===== src/rtl/conv_window_sched.sv =====
// Convolution window scheduler.
// Walks every valid output pixel of a square source image and, for each one,
// emits its KERNEL x KERNEL tap coordinates as packed {row, col} addresses
// with a valid/ready handshake. It also provides per-window first/last tap
// markers and forwards the latched image size selector to the converter.
module conv_window_sched #(
    parameter int KERNEL = 3
) (
    input  logic        CLK,
    input  logic        RESET,
    input  logic        START,
    input  logic [1:0]  SIZE_IMAGE_SRC,
    input  logic        INDEX_READY,
    output logic [31:0] INDEX_ADDRESS,
    output logic        INDEX_VALID,
    output logic [1:0]  SIZE_IMAGE_OUT,
    output logic        TAP_FIRST,
    output logic        TAP_LAST,
    output logic [31:0] OUT_INDEX,
    output logic        BUSY,
    output logic        DONE
);

    typedef enum logic [1:0] {
        ST_IDLE = 2'd0,
        ST_RUN  = 2'd1,
        ST_DONE = 2'd2
    } state_t;

    // Coordinates never exceed 63, so 7 bits cannot wrap.
    localparam logic [6:0] K_SIZE = 7'(KERNEL);
    localparam logic [6:0] K_LAST = 7'(KERNEL - 1);

    // Zero-extend a 7-bit {row, col} pair into the 32-bit packed coordinate.
    function automatic logic [31:0] pack_coord(input logic [6:0] row, input logic [6:0] col);
        return {9'd0, row, 9'd0, col};
    endfunction

    state_t      state_r, state_s;
    logic [1:0]  size_r, size_s;
    logic [6:0]  orow_r, orow_s;
    logic [6:0]  ocol_r, ocol_s;
    logic [6:0]  ky_r, ky_s;
    logic [6:0]  kx_r, kx_s;
    logic [31:0] addr_r, addr_s;
    logic [31:0] oidx_r, oidx_s;
    logic        valid_r, valid_s;
    logic        first_r, first_s;
    logic        last_r, last_s;
    logic        busy_r, busy_s;
    logic        done_r, done_s;

    logic [6:0]  m_last_s;
    logic        handshake_s;
    logic        final_tap_s;
    logic [6:0]  orow_inc_s, ocol_inc_s, ky_inc_s, kx_inc_s;

    // Last output row/col index for the latched image size: M-1 = N-KERNEL.
    always_comb begin
        m_last_s    = (7'd8 << size_r) - K_SIZE;
        handshake_s = valid_r & INDEX_READY;
        final_tap_s = (orow_r == m_last_s) && (ocol_r == m_last_s) &&
                      (ky_r == K_LAST) && (kx_r == K_LAST);
    end

    // Ripple-carry increment of the tap walker: kx, then ky, then out_c, then out_r.
    always_comb begin
        orow_inc_s = orow_r;
        ocol_inc_s = ocol_r;
        ky_inc_s   = ky_r;
        kx_inc_s   = kx_r;
        if (kx_r == K_LAST) begin
            kx_inc_s = 7'd0;
            if (ky_r == K_LAST) begin
                ky_inc_s = 7'd0;
                if (ocol_r == m_last_s) begin
                    ocol_inc_s = 7'd0;
                    orow_inc_s = orow_r + 7'd1;
                end else begin
                    ocol_inc_s = ocol_r + 7'd1;
                end
            end else begin
                ky_inc_s = ky_r + 7'd1;
            end
        end else begin
            kx_inc_s = kx_r + 7'd1;
        end
    end

    // Next-state and next-output logic; outputs are computed one cycle ahead and registered.
    always_comb begin
        state_s = state_r;
        size_s  = size_r;
        orow_s  = orow_r;
        ocol_s  = ocol_r;
        ky_s    = ky_r;
        kx_s    = kx_r;
        addr_s  = addr_r;
        oidx_s  = oidx_r;
        valid_s = 1'b0;
        first_s = 1'b0;
        last_s  = 1'b0;
        busy_s  = 1'b0;
        done_s  = 1'b0;
        case (state_r)
            ST_IDLE: begin
                if (START) begin
                    state_s = ST_RUN;
                    size_s  = SIZE_IMAGE_SRC;
                    orow_s  = 7'd0;
                    ocol_s  = 7'd0;
                    ky_s    = 7'd0;
                    kx_s    = 7'd0;
                    addr_s  = 32'd0;
                    oidx_s  = 32'd0;
                    valid_s = 1'b1;
                    first_s = 1'b1;
                    last_s  = (K_LAST == 7'd0);
                    busy_s  = 1'b1;
                end else begin
                    state_s = ST_IDLE;
                end
            end
            ST_RUN: begin
                if (handshake_s && final_tap_s) begin
                    state_s = ST_DONE;
                    done_s  = 1'b1;
                end else if (handshake_s) begin
                    orow_s  = orow_inc_s;
                    ocol_s  = ocol_inc_s;
                    ky_s    = ky_inc_s;
                    kx_s    = kx_inc_s;
                    addr_s  = pack_coord(orow_inc_s + ky_inc_s, ocol_inc_s + kx_inc_s);
                    oidx_s  = pack_coord(orow_inc_s, ocol_inc_s);
                    valid_s = 1'b1;
                    first_s = (ky_inc_s == 7'd0) && (kx_inc_s == 7'd0);
                    last_s  = (ky_inc_s == K_LAST) && (kx_inc_s == K_LAST);
                    busy_s  = 1'b1;
                end else begin
                    valid_s = 1'b1;
                    first_s = first_r;
                    last_s  = last_r;
                    busy_s  = 1'b1;
                end
            end
            ST_DONE: begin
                state_s = ST_IDLE;
            end
            default: begin
                state_s = ST_IDLE;
            end
        endcase
    end

    // State, walker counters and registered outputs; reset abandons any run.
    always_ff @(posedge CLK or negedge RESET) begin
        if (!RESET) begin
            state_r <= ST_IDLE;
            size_r  <= 2'd0;
            orow_r  <= 7'd0;
            ocol_r  <= 7'd0;
            ky_r    <= 7'd0;
            kx_r    <= 7'd0;
            addr_r  <= 32'd0;
            oidx_r  <= 32'd0;
            valid_r <= 1'b0;
            first_r <= 1'b0;
            last_r  <= 1'b0;
            busy_r  <= 1'b0;
            done_r  <= 1'b0;
        end else begin
            state_r <= state_s;
            size_r  <= size_s;
            orow_r  <= orow_s;
            ocol_r  <= ocol_s;
            ky_r    <= ky_s;
            kx_r    <= kx_s;
            addr_r  <= addr_s;
            oidx_r  <= oidx_s;
            valid_r <= valid_s;
            first_r <= first_s;
            last_r  <= last_s;
            busy_r  <= busy_s;
            done_r  <= done_s;
        end
    end

    assign INDEX_ADDRESS  = addr_r;
    assign INDEX_VALID    = valid_r;
    assign SIZE_IMAGE_OUT = size_r;
    assign TAP_FIRST      = first_r;
    assign TAP_LAST       = last_r;
    assign OUT_INDEX      = oidx_r;
    assign BUSY           = busy_r;
    assign DONE           = done_r;

endmodule


===== config.mk =====
export PLATFORM = sky130hd
export DESIGN_NAME = conv_window_sched
export DESIGN_NICKNAME = d
export VERILOG_FILES = /design/src/rtl/conv_window_sched.sv
export SDC_FILE = /design/constraint.sdc
export NUM_CORES = 1
export LEC_CHECK = 0
export ABC_AREA = 1
export CAP_MARGIN = 15
export CORE_MARGIN = 2
export CORE_UTILIZATION = 48
export CTS_CLUSTER_SIZE = 24
export DETAILED_ROUTE_END_ITERATION = 7
export PLACE_DENSITY = 0.8
export SLEW_MARGIN = 30
export SYNTH_ARGS = -nofsm -noshare
export SYNTH_HDL_FRONTEND = slang
export SYNTH_SLANG_ARGS = --single-unit
export TNS_END_PERCENT = 30

===== constraint.sdc =====
create_clock -name CLK -period 2.75 [get_ports CLK]
set_clock_uncertainty 0.2 [all_clocks]
set_input_delay 0.6875 -clock CLK [delete_from_list [all_inputs] [get_ports CLK]]
set_output_delay 0.6875 -clock CLK [all_outputs]
set_load 0.01 [all_outputs]

==> flow_summary.toml, run 1 <==
[run_status]
status = "complete, but fails checks"
violations = "setup timing"

[global_routing]
grt_max_degree = 31
grt_pass1_wl_um = 18100
gr-total-overflow = 0
antenna_found_initial = 0
grt_pass1_vias = 3895
track_usage = 0.266

[yosys]
syn_area_um2 = 3860
async_flop_share = 1.00
synthCells = 499
synth_area_leaders = "dfrtp_1 32%, nand2_1 12%, buf_4 7.8%, inv_1 7.2%, ha_1 6.5%"
synth.distinct_cells = 36
synth_seq_cells = 50
synth-edff-count = 0
avgSynthCellArea_um2 = 7.73
synth_ff_type = "dfrtp_1"
netlist.area_leader.share = 0.324
yosys_warnings = 0
yosysSeqAreaShare = 0.324
synth_top_area_cell = "dfrtp_1"

[clock_tree]
cts_max_level = 2
cts_tree = "yes"
clock_latency_ns = 0.31
clk_pin_slew_ns = 0.10
cts_buffers = 5
cts_sinks = 50
cts_buffer_depth = 2
root_buffer = "clkbuf_8"

[placement]
dpl.cell_count = 714
dp_hpwl_um = 8080
place_area_um2 = 4870
pre_cts_ws_ns = -0.265
gp_congestion = 0.922
port_buffers = 40

[route]
drt_pass1_iterations = 5
via_per_inst = 5.49
drt-total-wl_um = 12800
drtIter0Drc = 417
route.antenna.remaining_nets = 0
drcViolationCount = 0
vias = 4059
wl_per_cell_um = 17.3

[setup_path]
arrival_ns = 3.17
worstSetupPathType = "flip-flop to flip-flop"
worstPathMaxFanout = 3
cp-start-kind = "flip-flop"
critPathCaptureType = "flip-flop"
crit_required_ns = 2.75

[timing]
hold_violations = 0
finalSetupTns_ns = -2.77
min_period_ns = 3.17
setup_ws_ns = -0.417
slew_headroom = 0.521
worstMarginPinSlew_ns = 0.718
setup_viol = 10
period_share = 1.15
hold_slack_ns = 0.220
max_freq_mhz = 316
slew_viol_final = 0
rsz0062_at_grt = "true"

[min_path]
min_path_type = "input pin to asynchronous set/reset pin"

[floorplan]
coreArea_um2 = 7770
ios = 77
die_h_um = 93.6
dieArea_um2 = 8770
rows = 32
initial_core_util = 0.496
die_w_um = 93.6

[pwr]
vdd_ir_drop_max_uv = 767
p_leak_nw = 2.79
pwr_density_cell_nw_per_um2 = 1100
p_total_mw = 5.91

[final_layout]
drive_gt1_frac = 0.339
fin_util = 0.694
fin_nets = 665
diodes = 0
area_growth_pct = 39.8
final_area_um2 = 5390
finalNonFillerCells = 740

[job]
cap_violations = 0
-- layer usage --
metal | part of all wire | track usage | up-vias
li1 | - | - | 1804
met1 | 0.36 | 0.288 | 1952
met2 | 0.51 | 0.487 | 237
met3 | 0.067 | 0.0459 | 66
met4 | 0.059 | 0.147 | 0
met5 | 0 | 0 | -
-- state kept, by name, indices dropped and copies added (netlist names), 2 cells and up --
| name | flops |
|---|---|
| INDEX_ADDRESS | 14 |
| OUT_INDEX | 2 |
| SIZE_IMAGE_OUT | 2 |
| kx_r | 7 |
| ky_r | 7 |
| ocol_r | 6 |
| orow_r | 6 |
| state_r | 2 |
-- where the power goes --
group / leakage, nW / switching [mW] / internal (mW)
registers: 0.672 / 0.244 / 1.01
clock network: 0.0524 / 0.262 / 0.273
logic: 2.07 / 2.32 / 1.81
-- logic make-up (layout without fill, tap and decap cells) --
group,Yosys count,count (layout),share of synthesized area
AND/OR/NAND/NOR,216,216,0.265
AO/OA/AOI/OAI,76,76,0.140
other,1,36,0.000972
buffers and inverters,125,229,0.174
flip-flops,50,50,0.324
adder cells (fa/ha/maj),22,22,0.0753
multiplexers,1,1,0.00260
XOR/XNOR,8,8,0.0182
-- Yosys cell counts, types with 3 or more instances --
master   instances
o21ai_2          3
a21oi_1         18
nand2_4          3
nand3_2          3
xor2_1           8
nor2_2           5
nand3_1         38
buf_6            6
o21ai_1         13
buf_4           40
nor2_1          27
dfrtp_1         50
o22ai_2         18
inv_1           74
nand4_1          6
ha_1            20
o21ai_0         20
nor3_1           3
nand2_1        120
-- what timing repair did --
item                                    in CTS  in global routing
pin swaps                                   13                 27
resized for setup                           27                 43
hold buffers                                 0                  0
setup buffers                               10                  8
endpoints found under the setup margin      10                 12
endpoints found under the hold margin        0                  0
-- cell type report --
type | count | area, um^2
Fill cell | 543 | 2380
Multi-Input combinational cell | 359 | 2380
Timing Repair Buffer | 142 | 1230
Tap cell | 102 | 128
Inverter | 79 | 303
Clock buffer | 7 | 76.3
Clock inverter | 1 | 30.0
Sequential cell | 50 | 1250
-- worst paths after layout --
path	start	endpoint	slack, ns	cells past startpoint
worst max-delay path	kx_r[0]	INDEX_ADDRESS[6]	-0.42	22
worst min-delay path	RESET	orow_r[1]	0.22	1
worst max register to register	kx_r[0]	INDEX_ADDRESS[6]	-0.42	22
worst min register to register	TAP_LAST	TAP_LAST	0.30	2
max in group asynchronous	RESET	INDEX_ADDRESS[4]	1.46	2
min in group CLK	TAP_LAST	TAP_LAST	0.30	2
-- layout by cell type, fill, tap and decap left out, types with 3 or more instances in the layout --
| cell type | instances |
|---|---|
| a21oi_1 | 9 |
| a21oi_2 | 8 |
| buf_12 | 4 |
| buf_4 | 95 |
| clkbuf_8 | 5 |
| clkdlybuf4s50_1 | 39 |
| conb_1 | 36 |
| dfrtp_1 | 49 |
| ha_1 | 12 |
| ha_4 | 6 |
| inv_1 | 64 |
| inv_2 | 12 |
| nand2_1 | 110 |
| nand2_2 | 9 |
| nand2_4 | 3 |
| nand3_1 | 32 |
| nand3_2 | 8 |
| nand4_1 | 6 |
| nor2_1 | 22 |
| nor2_2 | 3 |
| nor2_4 | 8 |
| nor3_1 | 3 |
| o21ai_0 | 9 |
| o21ai_1 | 16 |
| o21ai_2 | 10 |
| o22ai_2 | 18 |
| xor2_1 | 6 |
-- worst max-delay path, stage by stage (launching register included) --
cell,delay [ns]
dfrtp_1,0.40
inv_2,0.08
ha_4,0.13
inv_2,0.04
nor2_4,0.12
nand3_4,0.14
nor2_8,0.16
buf_4,0.13
buf_6,0.08
nand2_2,0.07
nand2_1,0.08
o21ai_2,0.07
inv_2,0.09
ha_4,0.13
inv_1,0.05
fa_2,0.36
o21ai_2,0.15
nand2_1,0.09
nand2_2,0.08
a21oi_2,0.07
nand2b_4,0.14
nand3_1,0.11
nand3_1,0.08
Power figures use the tool's default switching activity.
==> inputs of run 2 (changes only) <==
--- a/config.mk
+++ b/config.mk
@@ -7,11 +7,13 @@
 export LEC_CHECK = 0
 export ABC_AREA = 1
 export CAP_MARGIN = 15
+export CELL_PAD_IN_SITES_DETAIL_PLACEMENT = 1
+export CELL_PAD_IN_SITES_GLOBAL_PLACEMENT = 2
 export CORE_MARGIN = 2
-export CORE_UTILIZATION = 48
+export CORE_UTILIZATION = 27
 export CTS_CLUSTER_SIZE = 24
 export DETAILED_ROUTE_END_ITERATION = 7
-export PLACE_DENSITY = 0.8
+export PLACE_DENSITY = 0.79
 export SLEW_MARGIN = 30
 export SYNTH_ARGS = -nofsm -noshare
 export SYNTH_HDL_FRONTEND = slang
==> run 2 against run 1 <==
The flow still finishes with violations (setup timing). Clock power rose by 36%. Critical path depth fell by 2. Register-to-register slack improved by 0.08 ns. Maximum frequency rose by 2.4%. Largest power group unchanged.
==> flow_summary.toml, run 2 (same netlist as run 1, synthesis figures left out) <==
[clock_tree]
cts_buffers = 5
ctsHoldBuffers = 0
cts_sinks = 50
cts_max_level = 2
clk_pin_slew_ns = 0.07
clock_latency_ns = 0.30
cts_buffer_depth = 2
root_buffer = "clkbuf_16"
cts_tree = "yes"

[final_layout]
largest_reg_flops = 14
final_cell_mix = "111 x nand2_1, 108 x buf_4, 63 x inv_1"
fillers = 1670
regArea_um2 = 1250
diodes = 0
drive_gt1_frac = 0.356
fin_util = 0.410
fin_nets = 679
layout_commonest_cell = "nand2_1"
area_growth_pct = 48.1
multi_input_area_um2 = 2440

[floorplan]
dieArea_um2 = 15300
die_w_um = 124
die_h_um = 124
ios = 77
coreArea_um2 = 13900
initial_core_util = 0.277
rows = 43

[global_routing]
grt_pass1_wl_um = 20000
antenna_found_initial = 0
grt_max_degree = 28
track_usage = 0.170
grt_pass1_vias = 3939
gr-total-overflow = 0

[setup_path]
worstSetupPathType = "flip-flop to flip-flop"
critPathCaptureType = "flip-flop"
crit_required_ns = 2.74
cp-start-kind = "flip-flop"
worstPathMaxFanout = 5
arrival_ns = 3.08

[timing]
period_share = 1.12
hold_violations = 0
setup_ws_ns = -0.342
min_period_ns = 3.09
worstMarginPinSlew_ns = 0.679
hold_slack_ns = 0.223
setup_viol = 10
slew_headroom = 0.547
slew_viol_final = 0
rsz0062_at_grt = "true"
max_freq_mhz = 323

[run_status]
violations = "setup timing"
status = "complete, but fails checks"

[pwr]
pwr_density_cell_nw_per_um2 = 1090
p_leak_nw = 2.92
vdd_ir_drop_max_uv = 728

[route]
drt-total-wl_um = 13400
drt_pass1_iterations = 4
via_per_inst = 4.54
wl_per_cell_um = 16.1
vias = 3774
route.antenna.remaining_nets = 0
drtIter0Drc = 89
drcViolationCount = 0

[placement]
pre_cts_ws_ns = -0.352
port_buffers = 40
dp_hpwl_um = 9620
gp_congestion = 0.837

[job]
cap_violations = 0

[min_path]
min_path_type = "input pin to asynchronous set/reset pin"
==> run 2: changes by cell type in the layout (fill, tap and decap cells not counted), sizes merged <==
cell,delta
clkinv,-1
inv,+1
buf,+14
==> run 2: area by class of cell <==
cell class / count / share of cell area
Multi-Input combinational cell: 359 / 0.427
Timing Repair Buffer: 156 / 0.232
Sequential cell: 50 / 0.219
Inverter: 79 / 0.0537
Tap cell: 180 / 0.0394
Clock buffer: 7 / 0.0232
Clock inverter: 1 / 0.00526
==> run 2: critical path, cell delays in order, from the launching register on <==
cell      delay, ns
dfrtp_1        0.40
inv_2          0.09
ha_4           0.12
inv_2          0.04
nor2_4         0.11
nand3_4        0.10
nor2_8         0.19
buf_4          0.15
nand2_4        0.05
nor2_1         0.18
a21oi_2        0.10
buf_4          0.17
fa_2           0.41
o21ai_2        0.15
nand2_1        0.07
nand2_1        0.08
a21oi_2        0.06
nand2b_1       0.11
nand2_2        0.06
nand3_2        0.06
nand3_2        0.07
==> run 2: report_power, final <==
group,total [mW],leakage (nW),internal (mW),switching [mW]
Combinational,4.24,2.17,1.93,2.31
Sequential,1.25,0.671,1.01,0.240
Clock,0.726,0.0781,0.432,0.294
Total,6.22,2.92,3.37,2.84
==> run 2: timing repair <==
action	in CTS	in global routing
gates resized for setup	42	40
setup buffers	16	12
pin swaps	25	31
endpoints found under the setup margin	11	10
cloned	0	0
==> run 2: final timing paths <==
check	end	cells after the start	slack, ns	start
max	INDEX_ADDRESS[6]	20	-0.34	ky_r[0]
min	orow_r[3]	1	0.22	RESET
max reg2reg	INDEX_ADDRESS[6]	20	-0.34	ky_r[0]
min reg2reg	TAP_FIRST	2	0.28	TAP_FIRST
max in group asynchronous	INDEX_ADDRESS[18]	2	1.53	RESET
min in group CLK	TAP_FIRST	2	0.28	TAP_FIRST
==> run 2: metal layers <==
metal	GRT usage	up-vias	wire length, um
li1	-	1832	-
met1	0.201	1864	5710
met2	0.327	61	7160
met3	0.0203	17	290
met4	0.0313	0	231
met5	0	-	0
==> run 2: metrics by stage <==
step | cells | instance area, um^2 | TNS (ns) | total power, mW
floorplan | 534 | 4050 | -0.282 | 3.21
global placement | 799 | 5020 | -1.41 | 4.82
detailed placement | 799 | 5020 | -2.34 | 4.92
CTS | 823 | 5460 | -1.25 | 5.95
global route | 832 | 5710 | -3.60 | 6.64
finish | 832 | 5710 | -1.98 | 6.22
==> inputs of run 3 (changes only) <==
--- a/config.mk
+++ b/config.mk
@@ -13,6 +13,7 @@
 export CORE_UTILIZATION = 27
 export CTS_CLUSTER_SIZE = 24
 export DETAILED_ROUTE_END_ITERATION = 7
+export HOLD_SLACK_MARGIN = 0.08
 export PLACE_DENSITY = 0.79
 export SLEW_MARGIN = 30
 export SYNTH_ARGS = -nofsm -noshare
==> results of run 3 <==
No change in the layout: final DEF, timing and power equal those of run 2.
